### config.mk
export PLATFORM = sky130hd
export DESIGN_NAME = rv32i_debug_ctrl
export DESIGN_NICKNAME = d
export VERILOG_FILES = /design/src/rtl/rv32i_pkg.sv /design/src/rtl/rv32i_debug_ctrl.sv
export SDC_FILE = /design/constraint.sdc
export NUM_CORES = 1
export LEC_CHECK = 0
export CAP_MARGIN = 0
export CORE_UTILIZATION = 43
export DETAILED_ROUTE_END_ITERATION = 8
export PLACE_DENSITY_LB_ADDON = 0.05
export SLEW_MARGIN = 30
export SYNTH_ARGS = -nofsm -noshare
export SYNTH_HDL_FRONTEND = slang
export SYNTH_SLANG_ARGS = --single-unit
### constraint.sdc
create_clock -name clk -period 3.17 [get_ports clk]
set_clock_uncertainty 0.2 [all_clocks]
set_input_delay 0.634 -clock clk [delete_from_list [all_inputs] [get_ports clk]]
set_output_delay 0.634 -clock clk [all_outputs]
set_load 0.01 [all_outputs]
### src/rtl/rv32i_pkg.sv
// Shared RV32I core package: widths, debug run-control state and halt cause
// encodings.
package rv32i_pkg;

    localparam int XLEN       = 32;
    localparam int DBG_STEP_W = 8;

    typedef enum logic [1:0] {
        DBG_RUN     = 2'd0,
        DBG_HALTING = 2'd1,
        DBG_HALTED  = 2'd2,
        DBG_STEP    = 2'd3
    } dbg_state_e;

    typedef enum logic [2:0] {
        HC_NONE    = 3'd0,
        HC_HALTREQ = 3'd1,
        HC_BP0     = 3'd2,
        HC_BP1     = 3'd3,
        HC_STEP    = 3'd4
    } halt_cause_e;

endpackage

### src/rtl/rv32i_debug_ctrl.sv
// Debug run-control sequencer: breakpoint/halt/step/resume sequencing,
// issue stall generation and dpc / halt cause capture.
module rv32i_debug_ctrl #(
    parameter int                      XLEN          = rv32i_pkg::XLEN,
    parameter int                      STEP_W        = rv32i_pkg::DBG_STEP_W,
    parameter bit                      HALT_ON_RESET = 1'b0,
    parameter logic [XLEN-1:0]         RESET_PC      = '0
) (
    input  logic              clk,
    input  logic              rst,
    input  logic [XLEN-1:0]   pc,
    input  logic              instr_issue,
    input  logic              cpu_idle,
    input  logic              bp_hit,
    input  logic [1:0]        bp_index,
    input  logic              halt_req,
    input  logic              resume_req,
    input  logic              step_req,
    input  logic [STEP_W-1:0] step_count,
    output logic              cpu_stall,
    output logic              halted,
    output logic              resume_ack,
    output logic [2:0]        halt_cause,
    output logic [XLEN-1:0]   dpc
);

    import rv32i_pkg::*;

    dbg_state_e        state;
    dbg_state_e        state_nxt;
    halt_cause_e       cause;
    halt_cause_e       bp_cause;
    logic [STEP_W-1:0] cnt;
    logic              skip;
    logic              bp_eff;
    logic              cnt_zero;
    logic              issue_ok;

    assign bp_eff   = bp_hit & ~skip;
    assign cnt_zero = (cnt == '0);
    assign issue_ok = instr_issue & ~cpu_stall;
    assign bp_cause = (bp_index == 2'd0) ? HC_BP0 : HC_BP1;

    always_comb begin
        state_nxt = state;
        cpu_stall = 1'b1;
        unique case (state)
            DBG_RUN: begin
                cpu_stall = bp_eff;
                if (bp_eff || halt_req)
                    state_nxt = DBG_HALTING;
            end
            DBG_HALTING: begin
                if (cpu_idle)
                    state_nxt = DBG_HALTED;
            end
            DBG_HALTED: begin
                if (step_req)
                    state_nxt = DBG_STEP;
                else if (resume_req)
                    state_nxt = DBG_RUN;
            end
            DBG_STEP: begin
                cpu_stall = cnt_zero | bp_eff;
                if (cnt_zero || bp_eff || halt_req)
                    state_nxt = DBG_HALTING;
            end
            default: state_nxt = DBG_RUN;
        endcase
    end

    always_ff @(posedge clk) begin
        if (rst) begin
            state      <= HALT_ON_RESET ? DBG_HALTED : DBG_RUN;
            cause      <= HALT_ON_RESET ? HC_HALTREQ : HC_NONE;
            dpc        <= RESET_PC;
            cnt        <= '0;
            skip       <= 1'b0;
            resume_ack <= 1'b0;
        end else begin
            state      <= state_nxt;
            resume_ack <= 1'b0;
            if (issue_ok)
                skip <= 1'b0;
            unique case (state)
                DBG_RUN: begin
                    if (bp_eff) begin
                        dpc   <= pc;
                        cause <= bp_cause;
                    end else if (halt_req) begin
                        cause <= HC_HALTREQ;
                    end
                end
                DBG_HALTING: begin
                    // Breakpoint halts keep the pc captured at the hit.
                    if (cpu_idle && (cause == HC_HALTREQ || cause == HC_STEP))
                        dpc <= pc;
                end
                DBG_HALTED: begin
                    if (step_req) begin
                        cnt  <= (step_count == '0) ? STEP_W'(1) : step_count;
                        skip <= 1'b1;
                    end else if (resume_req) begin
                        skip       <= 1'b1;
                        resume_ack <= 1'b1;
                    end
                end
                DBG_STEP: begin
                    if (issue_ok)
                        cnt <= cnt - STEP_W'(1);
                    if (bp_eff) begin
                        dpc   <= pc;
                        cause <= bp_cause;
                    end else if (halt_req) begin
                        cause <= HC_HALTREQ;
                    end else if (cnt_zero) begin
                        cause <= HC_STEP;
                    end
                end
                default: ;
            endcase
        end
    end

    assign halted     = (state == DBG_HALTED);
    assign halt_cause = cause;

endmodule

Word level (Yosys, flattened, before mapping). Index checks and enable logic that the tools add are counted.

Register bits: 47. Bits of input ports: 50. Output and inout port bits: 38. Word-level logic and storage cells: 72.

$add $sub $neg: 1. Equality and inequality tests: 15. Mux-type cells: 26. Bitwise operators: 6. Reductions and logical operators: 18.

Operator list (number): two-way mux 32 bit (2); case mux 32 bit (2 select lines) (1); two-way mux 8 bit (3); logical NOT 8 bit (2); case mux 8 bit (2 select lines) (1); two-way mux 3 bit (5); inequality test 2 bit (second input constant) (6); two-way mux 2 bit (5); AND reduction 3 bit (3); case mux 2 bit (4 select lines) (1); subtractor 8 x 1 -> 8 bit (second input constant) (1); two-way mux 1 bit (6); inequality test 3 bit (second input constant) (2); case mux 3 bit (2 select lines) (1); nonzero test 2 bit (3); == test 2 bit (second input constant) (2); logical NOT 2 bit (2); logical OR 1 bit (4); inequality test 4 bit (second input constant) (1); AND reduction 4 bit (1); == test 3 x 1 -> 1 bit (second input constant) (1); == test 3 bit (second input constant) (1); inverter 1 bit (3); OR reduction 3 bit (1); other kinds (7) (8).

Logic depth before layout (Yosys ltp). Gate-level depths: netlist of run 1.

Depth in word-level cells: 10. Gate-level depth with buffers: 9. Gate-level depth less buffers: 7.

Worst setup path after synthesis of run 1. OpenSTA, ideal clock, no wires.

Kind: register -> register. From: register cnt[2]. To: register state[1]. Arrival time: 2193 ps. Path slack: 711 ps. Cell stages (with the launch flop): 7. Buffers on the path: 1. Cells stage by stage: dfxtp_1 > or4_4 > or3_1 > buf_2 > a221o_1 > or3b_1 > a21oi_2.

Cells in the longest elaborated chain, start to end: 5.

RTL lines: start: declaration (RTL line rv32i_debug_ctrl.sv:33) `logic [STEP_W-1:0] cnt;`; start signal: assignment (RTL line rv32i_debug_ctrl.sv:101) `cnt <= (step_count == '0) ? STEP_W'(1) : step_count;`; start signal: assignment (RTL line rv32i_debug_ctrl.sv:110) `cnt <= cnt - STEP_W'(1);`; logical NOT 8 bit (RTL line rv32i_debug_ctrl.sv:40) `assign cnt_zero = (cnt == '0);`; logical OR 1 bit (2 in series) (RTL line rv32i_debug_ctrl.sv:65) `if (cnt_zero || bp_eff || halt_req)`; inequality test 2 bit (no line); AND reduction 4 bit (no line); end signal: assignment (RTL line rv32i_debug_ctrl.sv:74) `state <= HALT_ON_RESET ? DBG_HALTED : DBG_RUN;`; end signal: assignment (RTL line rv32i_debug_ctrl.sv:81) `state <= state_nxt;`; end: declaration (RTL line rv32i_debug_ctrl.sv:29) `dbg_state_e state;`.

Every way passes these cells. A chain may end at the register's enable or synchronous reset.

Final worst setup path of run 1.
From: register cnt[2]. To: output port cpu_stall.

Cells in the longest elaborated chain, start to end: 3.

RTL lines: logical NOT 8 bit (RTL line rv32i_debug_ctrl.sv:40); OR 1 bit (RTL line rv32i_debug_ctrl.sv:64) `cpu_stall = cnt_zero | bp_eff;`; case mux 1 bit (2 select lines) (RTL line rv32i_debug_ctrl.sv:47) `unique case (state)`; end: declaration (RTL line rv32i_debug_ctrl.sv:20) `output logic cpu_stall,`.

Every way passes these cells.

==> results of run 1 <==
==> how the worst max path moves through the flow <==
stage / from / end / slack [ns] / cells after the start
after global routing: cnt[2] / cpu_stall / 0.15 / 5
final: cnt[2] / cpu_stall / 0.24 / 5
after global placement: bp_hit / cpu_stall / 0.22 / 6
after CTS: cnt[2] / cpu_stall / 0.22 / 5
after floorplan: cnt[2] / state[1] / 0.71 / 6
after detailed placement: bp_hit / cpu_stall / 0.21 / 6
==> state kept, by name, indices dropped and copies added (netlist names) <==
name / count
cnt: 8
halt_cause: 3
dpc: 32
skip: 1
resume_ack: 1
state: 2
==> Yosys cell counts, drive strengths merged, types with 2 or more instances <==
master | number | area, um^2
nor2 | 48 | 180
or2 | 4 | 25.0
or3 | 4 | 25.0
o32ai | 2 | 17.5
ha | 6 | 75.1
o21ai | 10 | 50.1
a211oi | 3 | 22.5
nor3 | 5 | 25.0
nand2b | 4 | 25.0
nand2 | 6 | 22.5
or4 | 2 | 20.0
clkbuf | 8 | 31.3
a21oi | 18 | 93.8
buf | 6 | 26.3
dfxtp | 47 | 941
mux2i | 34 | 340
nor4 | 4 | 25.0
inv | 6 | 22.5
a31oi | 3 | 18.8
==> cell type report <==
cell class | count | area share, %
Multi-Input combinational cell | 169 | 34.8
Inverter | 7 | 0.832
Tap cell | 67 | 2.66
Sequential cell | 47 | 29.8
Clock inverter | 2 | 0.515
Timing Repair Buffer | 94 | 29.1
Clock buffer | 6 | 2.30
==> through the flow <==
| step | power [mW] | utilization, % |
|---|---|---|
| after floorplan | 1.20 | - |
| after global placement | 1.51 | 64.6 |
| after detailed placement | 1.52 | 64.6 |
| after CTS | 1.89 | 66.4 |
| after global routing | 1.98 | 66.4 |
| final | 1.87 | 66.4 |
==> logic make-up (layout without fill, tap and decap cells) <==
family | after synthesis | in the layout | share of synthesized area, %
simple gates | 84 | 84 | 18.9
flops | 47 | 47 | 44.1
compound gates | 44 | 44 | 12.7
mux | 34 | 34 | 16.0
buf+inv | 22 | 109 | 4.40
fa+ha+maj | 6 | 6 | 3.52
xor+xnor | 1 | 1 | 0.411
==> layer usage <==
metal / vias up / global-route usage [%] / wire, um
li1: 1000 / - / -
met1: 910 / 25.5 / 2360
met2: 76 / 28.2 / 2150
met3: 4 / 7.36 / 438
met4: 0 / 7.63 / 60
met5: - / 0 / 0
==> power by group through the flow <==
stage / registers, mW / clock network [mW] / logic (mW)
5_1_grt: 0.753 / 0.402 / 0.820
3_3_place_gp: 0.750 / 0 / 0.762
6_report: 0.740 / 0.371 / 0.758
2_1_floorplan: 0.788 / 0 / 0.411
4_1_cts: 0.742 / 0.381 / 0.764
3_5_place_dp: 0.753 / 0 / 0.764
==> critical path: stages (launching register included) <==
cell and delay, ns:
dfxtp_1 0.36, or4_4 0.56, or3_1 0.38, a21oi_1 0.14
or2_2 0.11, dlygate4sd2_1 0.25
==> flow_summary.yaml, run 1 <==
power_and_ir_drop:
  power.density_mw_per_mm2: 592
  p_sw_mw: 0.607
  proportion_of_total_power_due_to_net_switching_pct: 32.5
  total_leakage_power_nw: 1.29
  intPower_mw: 1.26
  power.clock.fraction_pct: 19.8
  combinational_fraction_of_design_power_pct: 40.6
  share_seq_of_total_power_pct: 39.6
  maximum_vdd_drop_mv: 0.381
drt:
  vias_per_cell: 5.08
  detailroute.via_count: 1990
  route.detailed.wl_per_inst_um: 12.8
  drt_pre_antenna_iters: 4
  drt_drc_violations_left: 0
  drt.antenna.violating_nets: 0
  detail_route.wirelength_um: 5010
  detail_route.iter0.violations: 112
synth:
  synth_edf_count: 0
  proportion_of_register_bits_with_asynchronous_set_or_reset_after_synthesis_pct: 0
  yosys_most_used_dff: "dfxtp_1"
  synth.avg_cell_area_um2: 8.96
  synth_sequential_area_ratio_pct: 44.1
  synth_nets: 294
  synth_cell_type_count: 41
  syn_area_mm2: 0.00213
  yosys_register_bits: 47
  yosys_synthesis_warning_count: 0
  syn-instance-count: 238
floorplan:
  x_dimension_of_the_die_um: 72.4
  io_pins: 88
  core-area_mm2: 0.00475
  rows: 25
  fp.dieArea_mm2: 0.00525
  start_util_pct: 44.9
  floorplan.die.height_um: 72.4
sta:
  timing.final.crit_share_pct: 92.6
  fmaxAchievable_mhz: 341
  unrepaired_setup_endpoints_after_global_routing: "no"
  timing.slew.headroom_pct: 49.8
  tightest_slew_ns: 0.753
  hold_viol_final: 0
  setup_viol_count_final: 0
  final_max_slew_viol_count: 0
  final_layout_worst_hold_slack_ns: 0.286
  setup_ws_final_ns: 0.235
  setup_total_negative_slack_ns: 0
  period_minus_slack_ns: 2.93
worst_setup_path:
  worst_r2r_path_depth: 6
  worst-endpoint-required_ns: 2.34
  max_fo_critical_path: 6
  setup.worst_path.start_class: "flip-flop"
  setup.worst_path.class: "reg -> out"
  r2r_start: "cnt[2]"
  reg2reg_to: "state[1]"
  setup.reg_to_reg.worst_slack_ns: 0.54
  worstSetupEndpointType: "output port"
  worst_ep_arrival_time_ns: 2.10
clock_tree:
  hold_buf_count_cts: 0
  postCtsSetupBuffers: 0
  cts_htree_levels: 2
  cts_inserted_buffers: 5
  clk_pin_slew_ns: 0.09
  post_cts_resize_count: 1
  clkSinkCount: 47
  cts.root.buffer_cell: "clkbuf_8"
  ctsLongestPathBuffers: 2
  clk_latency_ns: 0.30
  clock_tree_from_tritoncts: "yes"
final_layout:
  mostFrequentLayoutCells: "clkdlybuf4s50_1 (85), nor2_1 (48), dfxtp_1 (47)"
  diodes: 0
  drive_gt1_share_pct: 7.38
  nets: 380
  multi_input_comb_area_mm2: 0.00110
  layout.filler_cells: 411
  areaGrowthSynthToFinish_pct: 48.0
  finalNonFillerCells: 392
  register_area_um2: 941
  leading_cell_type_in_the_layout_fill_and_taps_excluded: "clkdlybuf4s50_1"
  stdcell_area_mm2: 0.00316
placement:
  port_buffers: 87
  preCtsSetupSlack_ns: 0.208
  placedCellCount: 384
  detailedPlacementHpwl_um: 3550
  finalWeightedCongestion: 0.806
  cell_area_after_placement_mm2: 0.00307
min_path:
  hold_depth: 2
  timing.hold.worst.class: "reg -> reg"
  timing.hold.worst_endpoint: "halt_cause[1]"
  worstHoldStart: "halt_cause[1]"
grt:
  first_global_vias: 1758
  grt_usage_pct: 19.3
  maximum_number_of_pins_on_one_net_before_global_route_repair: 41
  antenna_found_initial: 0
  gr-total-overflow: 0
  grt_pass1_wl_um: 7860
run:
  max_cap_violations: 0
status:
  status: "complete, no violations"
(Power assumes the default switching activity.)
==> run 2, diff against run 1 <==
Settings changed: CTS_CLUSTER_SIZE from default to 30.
==> results of run 2 <==
Final layout, timing and power as in run 1 (identical DEF).
